[config.mk]
export PLATFORM = sky130hd
export DESIGN_NAME = trap_unit
export DESIGN_NICKNAME = d
export VERILOG_FILES = /design/src/rtl/trap_unit.sv
export SDC_FILE = /design/constraint.sdc
export NUM_CORES = 1
export LEC_CHECK = 0
export ABC_CLOCK_PERIOD_IN_PS = 2430
export BUFFER_PORTS_ARGS = -buffer_cell sky130_fd_sc_hd__buf_2
export CAP_MARGIN = 40
export CORE_UTILIZATION = 40
export CTS_CLUSTER_DIAMETER = 50
export CTS_CLUSTER_SIZE = 14
export DETAILED_ROUTE_END_ITERATION = 10
export HOLD_SLACK_MARGIN = 0.06
export MAX_ROUTING_LAYER = met4
export PLACE_DENSITY = 0.66
export SLEW_MARGIN = 15
export SYNTH_ARGS = -nofsm -noshare
export SYNTH_HDL_FRONTEND = slang
export SYNTH_SLANG_ARGS = --single-unit
[constraint.sdc]
create_clock -name I_clk -period 2.43 [get_ports I_clk]
set_clock_uncertainty 0.1 [all_clocks]
set_input_delay 0.486 -clock I_clk [delete_from_list [all_inputs] [get_ports I_clk]]
set_output_delay 0.486 -clock I_clk [all_outputs]
set_load 0.01 [all_outputs]
[src/rtl/trap_unit.sv]
// trap_unit: machine-mode trap CSRs, trap entry / MRET sequencing and PC redirect.
// Optional feature macro: TRAP_MTVAL_EN adds the mtval CSR at 0x343 and its
// capture on trap entry. Without it, 0x343 reads 0 and writes are ignored.
module trap_unit #(
  parameter int              XLEN        = 32,
  parameter logic [XLEN-1:0] RESET_MTVEC = 32'h0000_0100
) (
  input  logic            I_clk,
  input  logic            I_rst_n,
  input  logic            I_valid,
  input  logic [XLEN-1:0] I_pc,
  input  logic [31:0]     I_inst,
  input  logic            I_ecall,
  input  logic            I_ebreak,
  input  logic            I_illegalinst,
  input  logic            I_mret,
  input  logic            I_irq,
  input  logic [11:0]     I_csr_addr,
  input  logic            I_csr_wen,
  input  logic [XLEN-1:0] I_csr_wdata,
  output logic [XLEN-1:0] O_csr_rdata,
  output logic            O_kill,
  output logic            O_stall,
  output logic            O_redirect,
  output logic [XLEN-1:0] O_redirect_pc
);

  localparam logic [11:0] ADDR_MSTATUS  = 12'h300;
  localparam logic [11:0] ADDR_MIE      = 12'h304;
  localparam logic [11:0] ADDR_MTVEC    = 12'h305;
  localparam logic [11:0] ADDR_MSCRATCH = 12'h340;
  localparam logic [11:0] ADDR_MEPC     = 12'h341;
  localparam logic [11:0] ADDR_MCAUSE   = 12'h342;
  localparam logic [11:0] ADDR_MTVAL    = 12'h343;
  localparam logic [11:0] ADDR_MIP      = 12'h344;

  localparam logic [XLEN-1:0] CAUSE_ILLEGAL = XLEN'(2);
  localparam logic [XLEN-1:0] CAUSE_EBREAK  = XLEN'(3);
  localparam logic [XLEN-1:0] CAUSE_ECALL   = XLEN'(11);
  localparam logic [XLEN-1:0] CAUSE_MEI     = {1'b1, {(XLEN-5){1'b0}}, 4'd11};

  typedef enum logic [1:0] {
    ST_IDLE   = 2'd0,
    ST_ENTER  = 2'd1,
    ST_RETURN = 2'd2
  } state_e;

  state_e state_q, state_d;

  // CSR state; mtvec and mepc keep only the word-aligned bits
  logic            mstatus_mie_q,  mstatus_mie_d;
  logic            mstatus_mpie_q, mstatus_mpie_d;
  logic            mie_meie_q,     mie_meie_d;
  logic [XLEN-3:0] mtvec_q,        mtvec_d;
  logic [XLEN-1:0] mscratch_q,     mscratch_d;
  logic [XLEN-3:0] mepc_q,         mepc_d;
  logic [XLEN-1:0] mcause_q,       mcause_d;
`ifdef TRAP_MTVAL_EN
  logic [XLEN-1:0] mtval_q,        mtval_d;
`endif

  logic            sample;
  logic            irq_take;
  logic            trap_take;
  logic            mret_take;
  logic            csr_we;
  logic [XLEN-1:0] trap_cause;
  logic            unused_bits;

  // Low PC bits are always zero for aligned instructions; the raw word only feeds mtval
  assign unused_bits = ^{I_pc[1:0], I_inst};

  // Event decode: only a valid instruction seen while idle can start a sequence
  always_comb begin
    sample     = I_valid && (state_q == ST_IDLE);
    irq_take   = I_irq && mstatus_mie_q && mie_meie_q;
    trap_take  = sample && (I_illegalinst || I_ebreak || I_ecall || irq_take);
    mret_take  = sample && I_mret && !trap_take;
    csr_we     = sample && I_csr_wen && !trap_take && !mret_take;
    trap_cause = CAUSE_MEI;
    if (I_illegalinst) begin
      trap_cause = CAUSE_ILLEGAL;
    end else if (I_ebreak) begin
      trap_cause = CAUSE_EBREAK;
    end else if (I_ecall) begin
      trap_cause = CAUSE_ECALL;
    end
  end

  // FSM next state and pipeline control outputs
  always_comb begin
    state_d       = state_q;
    O_kill        = 1'b0;
    O_stall       = 1'b0;
    O_redirect    = 1'b0;
    O_redirect_pc = '0;
    unique case (state_q)
      ST_IDLE: begin
        if (trap_take) begin
          O_kill  = 1'b1;
          O_stall = 1'b1;
          state_d = ST_ENTER;
        end else if (mret_take) begin
          O_kill  = 1'b1;
          O_stall = 1'b1;
          state_d = ST_RETURN;
        end
      end
      ST_ENTER: begin
        O_redirect    = 1'b1;
        O_stall       = 1'b1;
        O_redirect_pc = {mtvec_q, 2'b00};
        state_d       = ST_IDLE;
      end
      ST_RETURN: begin
        O_redirect    = 1'b1;
        O_stall       = 1'b1;
        O_redirect_pc = {mepc_q, 2'b00};
        state_d       = ST_IDLE;
      end
      default: begin
        state_d = ST_IDLE;
      end
    endcase
  end

  // CSR next state: software writes first, trap entry / MRET override them
  always_comb begin
    mstatus_mie_d  = mstatus_mie_q;
    mstatus_mpie_d = mstatus_mpie_q;
    mie_meie_d     = mie_meie_q;
    mtvec_d        = mtvec_q;
    mscratch_d     = mscratch_q;
    mepc_d         = mepc_q;
    mcause_d       = mcause_q;
`ifdef TRAP_MTVAL_EN
    mtval_d        = mtval_q;
`endif
    if (csr_we) begin
      case (I_csr_addr)
        ADDR_MSTATUS: begin
          mstatus_mie_d  = I_csr_wdata[3];
          mstatus_mpie_d = I_csr_wdata[7];
        end
        ADDR_MIE:      mie_meie_d = I_csr_wdata[11];
        ADDR_MTVEC:    mtvec_d    = I_csr_wdata[XLEN-1:2];
        ADDR_MSCRATCH: mscratch_d = I_csr_wdata;
        ADDR_MEPC:     mepc_d     = I_csr_wdata[XLEN-1:2];
        ADDR_MCAUSE:   mcause_d   = I_csr_wdata;
`ifdef TRAP_MTVAL_EN
        ADDR_MTVAL:    mtval_d    = I_csr_wdata;
`endif
        default: ;
      endcase
    end
    if (trap_take) begin
      mepc_d         = I_pc[XLEN-1:2];
      mcause_d       = trap_cause;
      mstatus_mpie_d = mstatus_mie_q;
      mstatus_mie_d  = 1'b0;
`ifdef TRAP_MTVAL_EN
      if (I_illegalinst) begin
        mtval_d = XLEN'(I_inst);
      end else if (I_ebreak) begin
        mtval_d = I_pc;
      end else begin
        mtval_d = '0;
      end
`endif
    end else if (mret_take) begin
      mstatus_mie_d  = mstatus_mpie_q;
      mstatus_mpie_d = 1'b1;
    end
  end

  // CSR read port, combinational from the address
  always_comb begin
    O_csr_rdata = '0;
    case (I_csr_addr)
      ADDR_MSTATUS: begin
        O_csr_rdata[3] = mstatus_mie_q;
        O_csr_rdata[7] = mstatus_mpie_q;
      end
      ADDR_MIE:      O_csr_rdata[11] = mie_meie_q;
      ADDR_MTVEC:    O_csr_rdata     = {mtvec_q, 2'b00};
      ADDR_MSCRATCH: O_csr_rdata     = mscratch_q;
      ADDR_MEPC:     O_csr_rdata     = {mepc_q, 2'b00};
      ADDR_MCAUSE:   O_csr_rdata     = mcause_q;
`ifdef TRAP_MTVAL_EN
      ADDR_MTVAL:    O_csr_rdata     = mtval_q;
`endif
      ADDR_MIP:      O_csr_rdata[11] = I_irq;
      default:       O_csr_rdata     = '0;
    endcase
  end

  // State and CSR registers; reset drops any in-flight redirect
  always_ff @(posedge I_clk or negedge I_rst_n) begin
    if (!I_rst_n) begin
      state_q        <= ST_IDLE;
      mstatus_mie_q  <= 1'b0;
      mstatus_mpie_q <= 1'b0;
      mie_meie_q     <= 1'b0;
      mtvec_q        <= RESET_MTVEC[XLEN-1:2];
      mscratch_q     <= '0;
      mepc_q         <= '0;
      mcause_q       <= '0;
`ifdef TRAP_MTVAL_EN
      mtval_q        <= '0;
`endif
    end else begin
      state_q        <= state_d;
      mstatus_mie_q  <= mstatus_mie_d;
      mstatus_mpie_q <= mstatus_mpie_d;
      mie_meie_q     <= mie_meie_d;
      mtvec_q        <= mtvec_d;
      mscratch_q     <= mscratch_d;
      mepc_q         <= mepc_d;
      mcause_q       <= mcause_d;
`ifdef TRAP_MTVAL_EN
      mtval_q        <= mtval_d;
`endif
    end
  end

endmodule

==> metrics.yaml, run 1 <==
ys_seq_area_share_pct: 49.00
fp.dieW_um: 130.4
post-place-ws_ns: -0.2298
diodes: 0
io_buffers: 147
worstSetupStartpointType: "input port"
initial_core_util_pct: 41.19
drtPass1Iterations: 5
tritoncts: "done"
endpoint_kind: "primary output"
synth_seq_cells: 129
final_layout_size_suffix_gt1_share_pct: 32.95
drc: 0
overflow: 0
async_flop_share_pct: 100.0
worst_slew_pin_slew_ns: 0.5561
synth_edf_count: 0
root_buffer: "clkbuf_16"
drv_slew: 0
hpwl_mm: 13.25
fin_ws_ns: -0.08195
final_nets: 982
grt_use_total_pct: 26.42
dieHeight_um: 130.4
multi_input_area_sq_um: 3292
worstHoldPathType: "in -> reg"
required_ns: 1.84
synthToLayoutAreaGrowth_pct: 37.82
antenna_found_initial: 0
run_status: "finished with violations"
vias_per_cell: 5.675
synth_area_sq_um: 6590
first_iter_violations: 401
leakagePower_nw: 4.369
setup_viol: 28
hold_viol_final: 0
finalCritPeriodShare_pct: 103.4
avgSynthCellArea_sq_um: 9.537
met1_usage_pct: 32.27
design_area_sq_um: 9082
final_common_cell: "buf_2"
clock_path_buffers: 2
gp_congestion: 0.8663
yosys.area.top_type: "dfrtp_1"
rrSetupSlack_ns: 0.20
layout_min_cycle_time_ns: 2.512
worstPathMaxFanout: 6
grt_max_degree: 38
clk_pin_slew_ns: 0.05
fp.coreArea_sq_um: 16000
rows: 46
criticalPathCategory: "in -> out"
ant_nets: 0
wl_mm: 21.91
clk_latency_ns: 0.42
yosysTopAreaCellShare_pct: 48.60
wl_per_cell_um: 20.10
use_met3_pct: 6.068
grt_pass1_vias: 6012
yosys-top-cells-area: "dfrtp_1, mux2_1, a22oi_1"
gr-max-usage-layer: "met2"
cts_buffers: 17
n_fill_cell: 1426
layout_common_cells: "buf_2, nand2_1, dfrtp_1"
grt_pass1_wl_mm: 32.67
fmax_ghz: 0.3981
regArea_sq_um: 3232
dr_total_vias: 6186
cts_sinks: 129
slew_headroom_pct: 62.93
ir_worst_vdd_mv: 0.5860
rsz0062_at_grt: "true"
cts_max_level: 4
critical_path_arrival_ns: 1.93
die-area_sq_um: 16990
postPlaceCellArea_sq_um: 7989
cellPowerDensity_nw_per_um2: 790.2
ys_warn_count: 0
yosysUniqueCellTypes: 45
ys_dominant_reg_cell: "dfrtp_1"
drv_cap: 0
syn_inst: 691
ioPinCount: 184
violations: "setup timing"
grt_use_met2_pct: 43.96
cells in the mapped netlist, types with 2 or more instances:
cell type and count:
inv_1 5, buf_4 2, mux2i_1 7, clkbuf_1 35, nand2_1 136, nor2b_1 2
nor3_1 2, mux2_1 60, and3_1 4, a31oi_1 31, o21ai_0 16, ha_1 4
nand3_1 7, buf_6 3, dfrtp_1 128, and2_1 2, nor4b_1 2, a21oi_1 32
buf_1 7, a22oi_1 71, nor2_1 82, mux2_2 5, nor4_1 2, a221o_1 15
buf_2 10, or3_1 2
layout make-up:
type / instances / area share (%)
clock buffers: 22 / 5.331
repair buffers: 207 / 17.43
multi-input cells: 501 / 36.24
clock inverters: 10 / 2.232
flip-flops and latches: 129 / 35.58
well taps: 216 / 2.976
inverters: 5 / 0.2066
where the power goes:
part,total (mW),internal [mW],switching (mW)
Clock,2.97,2.03,0.944
Sequential,2.71,2.44,0.265
Combinational,1.50,0.600,0.897
Total,7.18,5.07,2.11
registers in the layout, indices dropped and copies added, names as in the netlist:
name and flops:
mscratch_q 32, state_q 2, mtvec_q 30, mstatus_mpie_q 1, mstatus_mie_q 1, mcause_q 32
mie_meie_q 1, mepc_q 30
worst max-delay path, cell delays in order:
cell	delay [ns]
buf_8	0.10
nor4_4	0.29
and3_4	0.25
and3_4	0.29
buf_8	0.17
a221o_1	0.19
buf_2	0.14
metrics by stage:
step | power (mW) | instances | hold WS (ns) | TNS (ns) | util (%)
2_1_floorplan | 3.388 | 692 | 0.09041 | 0 | -
3_3_place_gp | 3.995 | 1047 | 0.3742 | -6.373 | 49.93
3_5_place_dp | 4.017 | 1047 | 0.3809 | -7.132 | 49.93
4_1_cts | 7.009 | 1085 | 0.1767 | -0.2189 | 55.52
5_1_grt | 7.464 | 1090 | 0.1817 | -3.111 | 56.76
6_report | 7.177 | 1090 | 0.1840 | -1.377 | 56.76
path summary, 6_finish.rpt:
check,to,depth (start not counted),start
worst max-delay path,O_csr_rdata[22],7,I_csr_addr[10]
min in group asynchronous,mepc_q[4],2,I_rst_n
worst max register to register,mcause_q[11],9,state_q[0]
max in group asynchronous,mcause_q[28],3,I_rst_n
worst min register to register,mscratch_q[1],1,mscratch_q[1]
worst min-delay path,mcause_q[0],2,I_illegalinst
metal layers:
layer,up-vias,routed length [um]
met4,0,369
met5,-,0
met1,3066,9197
met3,33,1530
met2,266,10820
li1,2821,-
kinds of logic after synthesis:
kind of cell / synth area share (%)
AOI/OAI and AO/OA: 17.77
adders and majority gates: 0.7595
DFF: 49.00
muxes: 12.17
buffers and inverters: 4.177
and+or+nand+nor: 16.06
other: 0.05690
repair_timing:
action                                 4_1_cts  5_1_grt
setup endpoints to repair                   32       62
endpoints found under the hold margin       32        0
hold buffers                                 1        0
gates cloned                                 2        3
setup buffers                                3        2
pin swaps                                    6        4
resized for setup                           42       33
(Power assumes the default switching activity.)
==> run 2, diff against run 1 <==
PLACE_DENSITY = 0.74   (was 0.66)
==> run 2 against run 1 <==
Compared with the run above: the flow still finishes with violations (setup timing); highest routed layer unchanged; largest power group unchanged; critical path depth stayed put; register-to-register slack better by 0.03 ns; clock power fell by 4%; non-clock buffer count rose by 11.
==> metrics.yaml, run 2 (synthesis results as in run 1) <==
cp_slowest_cell: "nor4_4"
wl_mm: 22.13  # +0.96%
drtPass1Iterations: 5  # unchanged
finalCritPeriodShare_pct: 104.3  # +0.90 points
cts_buffers: 17  # unchanged
grt_pass1_vias: 6235  # +3.7%
worstSetupStartpointType: "input port"
critPathTopFamily: "simple AND/OR/NAND/NOR gates"
r2r-start: "state_q[0]"
ioPinCount: 184  # unchanged
cellPowerDensity_nw_per_um2: 767.6  # -2.9%
required_ns: 1.84  # about the same
worst-r2r-cell-count: 8  # -1
drv_slew: 0  # unchanged
rsz0062_at_grt: "true"
clk_pin_slew_ns: 0.06  # about the same
synthToLayoutAreaGrowth_pct: 39.66
ant_nets: 0  # unchanged
setup_viol: 28  # unchanged
tritoncts: "done"
violations: "setup timing"
fin_ws_ns: -0.1039  # -0.02193 ns
crit_chain: "buf_8 > nor4_4 > and3_4 > and3_4 > buf_12 > a221o_1 > buf_2"
p_sw_share_pct: 30.64  # +1.3 points
r2r-end: "mepc_q[29]"
p_total_mw: 7.065  # -1.6%
path_buf_inv: 3  # unchanged
largest_registers: "mcause_q (32), mscratch_q (32)"
grt_pass1_wl_mm: 33.50  # +2.5%
leakagePower_nw: 4.429  # +1.4%
hpwl_mm: 13.91  # +5.0%
antenna_found_initial: 0  # unchanged
internal-power_mw: 4.900  # -3.4%
whs_endpoint: "mscratch_q[1]"
rrSetupSlack_ns: 0.23  # +0.03 ns
vias_per_cell: 5.678  # about the same
first_iter_violations: 493  # +23%
switchingPower_mw: 2.164  # +2.8%
power_frac_comb_pct: 21.6  # +0.7 points
grt_max_degree: 51  # +34%
critical_path_arrival_ns: 1.95  # +0.02 ns
final_nets: 993  # +1.1%
final_common_cell: "buf_2"
pwr-share-clk_pct: 40.3  # -1.1 points
fp.coreArea_sq_um: 16000  # unchanged
ir_worst_vdd_mv: 0.5952  # +1.6%
seqPwrFrac_pct: 38.1  # +0.4 points
layout_common_cells: "buf_2, nand2_1, dfrtp_1"
hold_viol_final: 0  # unchanged
fmax_ghz: 0.3947  # -0.87%
crit_path_max_incr_delay_ns: 0.31  # +0.02 ns
initial_core_util_pct: 41.19  # unchanged
rows: 46  # unchanged
wl_per_cell_um: 20.10  # about the same
cts_sinks: 129  # unchanged
hold_depth: 2  # unchanged
dr_total_vias: 6252  # +1.1%
die-area_sq_um: 16990  # unchanged
cts_max_level: 4  # unchanged
dieHeight_um: 130.4  # unchanged
grt_use_total_pct: 27.63  # +1.2 points
diodes: 0  # unchanged
overflow: 0  # unchanged
endpoint_kind: "primary output"
layout_min_cycle_time_ns: 2.534  # +0.02192 ns
drv_cap: 0  # unchanged
fin_setup_tns_ns: -1.647  # -0.2695 ns
root_buffer: "clkbuf_16"
final_layout_size_suffix_gt1_share_pct: 35.03  # +2.1 points
clock_path_buffers: 2  # unchanged
run_status: "finished with violations"
critPathMostFrequentCell: "and3_4"
hp-start: "I_csr_wdata[1]"
drc: 0  # unchanged
io_buffers: 147  # unchanged
worstPathMaxFanout: 6  # unchanged
n_fill_cell: 1418  # -0.56%
criticalPathCategory: "in -> out"
worstHoldPathType: "in -> reg"
fp.dieW_um: 130.4  # unchanged
clk_latency_ns: 0.43  # about the same
gp_congestion: 0.8631  # -0.37%
[run 2: cell count changes in the layout (fill, tap and decap cells not counted), sizes merged]
cell,previous run,this run
bufinv,6,5
clkinv,3,5
inv,5,7
clkbuf,25,20
buf,203,216
[run 2: power by group through the flow]
stage | Combinational [mW] | Clock (mW) | Sequential, mW
after global routing | 1.66 | 2.97 | 2.72
final | 1.53 | 2.85 | 2.69
after floorplan | 0.746 | 0 | 2.64
after global placement | 1.28 | 0 | 2.72
after CTS | 1.44 | 2.87 | 2.69
after detailed placement | 1.31 | 0 | 2.72
[run 2: layout make-up]
class                           count  area [sq um]  share of cell area [%]
Clock buffer                       19         442.9                   4.812
Clock inverter                     13         207.7                   2.257
Inverter                            5         21.27                  0.2311
Multi-Input combinational cell    501          3396                   36.90
Sequential cell                   129          3231                   35.10
Tap cell                          216         270.3                   2.936
Timing Repair Buffer              218          1635                   17.77
[run 2: through the flow]
step	cell area [sq um]	setup slack [ns]	utilization (%)	hold slack (ns)	cells
floorplan	6608	0.009557	-	0.09041	692
global placement	7975	-0.1536	49.84	0.3603	1050
detailed placement	7975	-0.1773	49.84	0.3557	1050
CTS	8954	-0.02013	55.96	0.1844	1095
global route	9204	-0.1421	57.52	0.1860	1101
finish	9204	-0.1039	57.52	0.1960	1101
[run 2: worst max-delay path by stage]
stage	startpoint	slack (ns)	cells past startpoint	to
3_5_place_dp	I_csr_addr[11]	-0.18	8	O_csr_rdata[2]
4_1_cts	I_csr_addr[2]	-0.02	7	O_csr_rdata[31]
3_3_place_gp	I_csr_addr[11]	-0.15	8	O_csr_rdata[2]
6_report	I_csr_addr[10]	-0.10	7	O_csr_rdata[31]
5_1_grt	I_csr_addr[10]	-0.14	8	O_csr_rdata[20]
2_1_floorplan	I_csr_addr[1]	0.01	6	O_csr_rdata[2]
[run 2: worst reg2reg max path, stage by stage, from the launching register on]
cell and delay, ns:
dfrtp_1 0.39, inv_1 0.16, ha_4 0.19, nand4b_1 0.18, buf_4 0.21, nor4_4 0.29
buf_4 0.26, nand2_1 0.08, a31oi_1 0.25
[run 2: routing by layer]
metal  vias to the layer above  wire [um]  GRT usage (%)
met5                         -          0              -
met4                         0        587          12.10
met3                        49       1591          5.699
met2                       297      11000          45.56
met1                      3078       8946          32.66
li1                       2828          -              -
[run 2: what timing repair did]
action	in CTS	in global routing
gates cloned	3	1
endpoints found under the hold margin	46	0
hold buffers	1	0
setup buffers	9	5
pin swaps	8	7
gates resized for setup	45	48
setup endpoints to repair	62	59
==> run 3, diff against run 2 <==
MAX_ROUTING_LAYER = default   (was met4)
==> run 3 against run 2 <==
Compared with the run above: the run still ends with setup timing left; die area did not move; sequential share of layout area about the same; count of clock-buffer cells in the layout stayed put; final cell count is the same; worst setup slack improved by 0.0052 ns; fmax increased by 0.20%; clock power about the same; non-clock buffer count did not move; register-to-register slack is essentially flat; first-iteration DRC count up 1.8%; critical path type unchanged; critical endpoint unchanged; largest power group unchanged; highest routed layer unchanged.
==> metrics.yaml, run 3 (synthesis results as in run 1) <==
drtPass1Iterations: 5  # unchanged
crit_chain: "buf_8 > nor4_4 > and3_4 > and3_4 > buf_12 > a221o_1 > buf_2"
largest_registers: "mcause_q (32), mscratch_q (32)"
required_ns: 1.84  # about the same
critPathLaunch: "I_csr_addr[10]"
clock_path_buffers: 2  # unchanged
critPathMostFrequentCell: "and3_4"
layout_min_cycle_time_ns: 2.529  # -0.005188 ns
finalCritPeriodShare_pct: 104.1  # -0.21 points
grt_max_degree: 51  # unchanged
wl_mm: 22.18  # +0.27%
drv_slew: 0  # unchanged
dp.cells: 1050  # unchanged
rsz0062_at_grt: "true"
diodes: 0  # unchanged
root_buffer: "clkbuf_16"
fin_ws_ns: -0.09869  # +0.005188 ns
rows: 46  # unchanged
die-area_sq_um: 16990  # unchanged
violations: "setup timing"
design_area_sq_um: 9201  # about the same
synthToLayoutAreaGrowth_pct: 39.62  # about the same
ant_nets: 0  # unchanged
first_iter_violations: 502  # +1.8%
crit_path_max_incr_delay_ns: 0.30  # about the same
hold_viol_final: 0  # unchanged
hold_ws_ns: 0.2001  # +0.004020 ns
fp.dieW_um: 130.4  # unchanged
gp_congestion: 0.8497  # -1.6%
hpwl_mm: 13.91  # unchanged
fin_cells: 1101  # unchanged
drc: 0  # unchanged
final_layout_size_suffix_gt1_share_pct: 34.92  # -0.11 points
cp_slowest_cell: "nor4_4"
critical_path_arrival_ns: 1.94  # about the same
rrSetupSlack_ns: 0.22  # about the same
run_status: "finished with violations"
worst-r2r-cell-count: 8  # unchanged
layout_common_cells: "buf_2, nand2_1, dfrtp_1"
tritoncts: "done"
fmax_ghz: 0.3955  # +0.20%
grt_pass1_wl_mm: 33.55  # +0.16%
cts_buffers: 17  # unchanged
final_nets: 993  # unchanged
initial_core_util_pct: 41.19  # unchanged
fp.coreArea_sq_um: 16000  # unchanged
grt_use_total_pct: 26.84  # -0.79 points
r2r-end: "mepc_q[29]"
leakagePower_nw: 4.429  # about the same
worstHoldPathType: "in -> reg"
dieHeight_um: 130.4  # unchanged
endpoint_kind: "primary output"
cellPowerDensity_nw_per_um2: 767.8  # about the same
worstSetupStartpointType: "input port"
overflow: 0  # unchanged
ir_worst_vdd_mv: 0.5883  # -1.2%
drv_cap: 0  # unchanged
worstPathMaxFanout: 6  # unchanged
setup_viol: 28  # unchanged
grt_pass1_vias: 6216  # -0.30%
cts_max_level: 4  # unchanged
worstSetupEndpoint: "O_csr_rdata[31]"
ioPinCount: 184  # unchanged
final_common_cell: "buf_2"
dr_total_vias: 6282  # +0.48%
n_fill_cell: 1419  # +0.071%
clk_pin_slew_ns: 0.06  # about the same
vias_per_cell: 5.706  # +0.48%
clk_latency_ns: 0.42  # about the same
io_buffers: 147  # unchanged
criticalPathCategory: "in -> out"
postPlaceCellArea_sq_um: 7975  # unchanged
cts_sinks: 129  # unchanged
antenna_found_initial: 0  # unchanged
postLayoutCoreUtil_pct: 57.51  # about the same
wl_per_cell_um: 20.15  # +0.27%
r2r-start: "state_q[0]"
## run 3: layout make-up
class	count	area, sq um	share of cell area [%]
clock buffer	19	442.9	4.814
clock inverter	13	207.7	2.257
inverter	5	21.27	0.2312
multi-input combinational	501	3393	36.88
sequential	129	3231	35.11
tap	216	270.3	2.937
timing repair buffer	218	1635	17.77
## run 3: what timing repair did
item,4_1_cts,5_1_grt
pin swaps,8,7
endpoints found under the hold margin,46,0
hold buffers,1,0
cloned,3,1
setup buffers,9,5
gates resized for setup,45,47
setup endpoints to repair,62,58
## run 3: power breakdown
| group | internal (mW) | switching (mW) | total (mW) |
|---|---|---|---|
| Clock | 1.85 | 0.993 | 2.84 |
| Sequential | 2.44 | 0.252 | 2.69 |
| Combinational | 0.610 | 0.918 | 1.53 |
## run 3: routing by layer
layer / part of all wire [%] / GRT usage (%) / wire (um)
met5: 0 / 0 / 0
met4: 2.6 / 12.17 / 578
met3: 6.6 / 5.658 / 1474
met2: 50 / 45.68 / 11070
met1: 41 / 32.68 / 9064
## run 3: worst min-delay path by stage
stage	start	endpoint	slack, ns	depth (start not counted)
global route	I_csr_wdata[1]	mcause_q[1]	0.19	3
detailed placement	I_rst_n	mtvec_q[7]	0.36	1
floorplan	I_rst_n	mcause_q[0]	0.09	0
CTS	I_csr_wdata[1]	mscratch_q[1]	0.18	2
global placement	I_rst_n	mtvec_q[7]	0.36	1
finish	I_csr_wdata[1]	mscratch_q[1]	0.20	2
## run 3: stage by stage
stage / power, mW / TNS [ns] / setup WS [ns]
floorplan: 3.388 / 0 / 0.009557
global placement: 3.994 / -3.005 / -0.1536
detailed placement: 4.038 / -4.546 / -0.1773
CTS: 7.002 / -0.04586 / -0.02013
global route: 7.347 / -3.060 / -0.1421
finish: 7.065 / -1.374 / -0.09869
## run 3: worst max-delay path, delay by kind of cell
family / cells / cell delay (ns)
AOI/OAI and AO/OA: 1 / 0.19
and+or+nand+nor: 3 / 0.83
buffers and inverters: 3 / 0.41
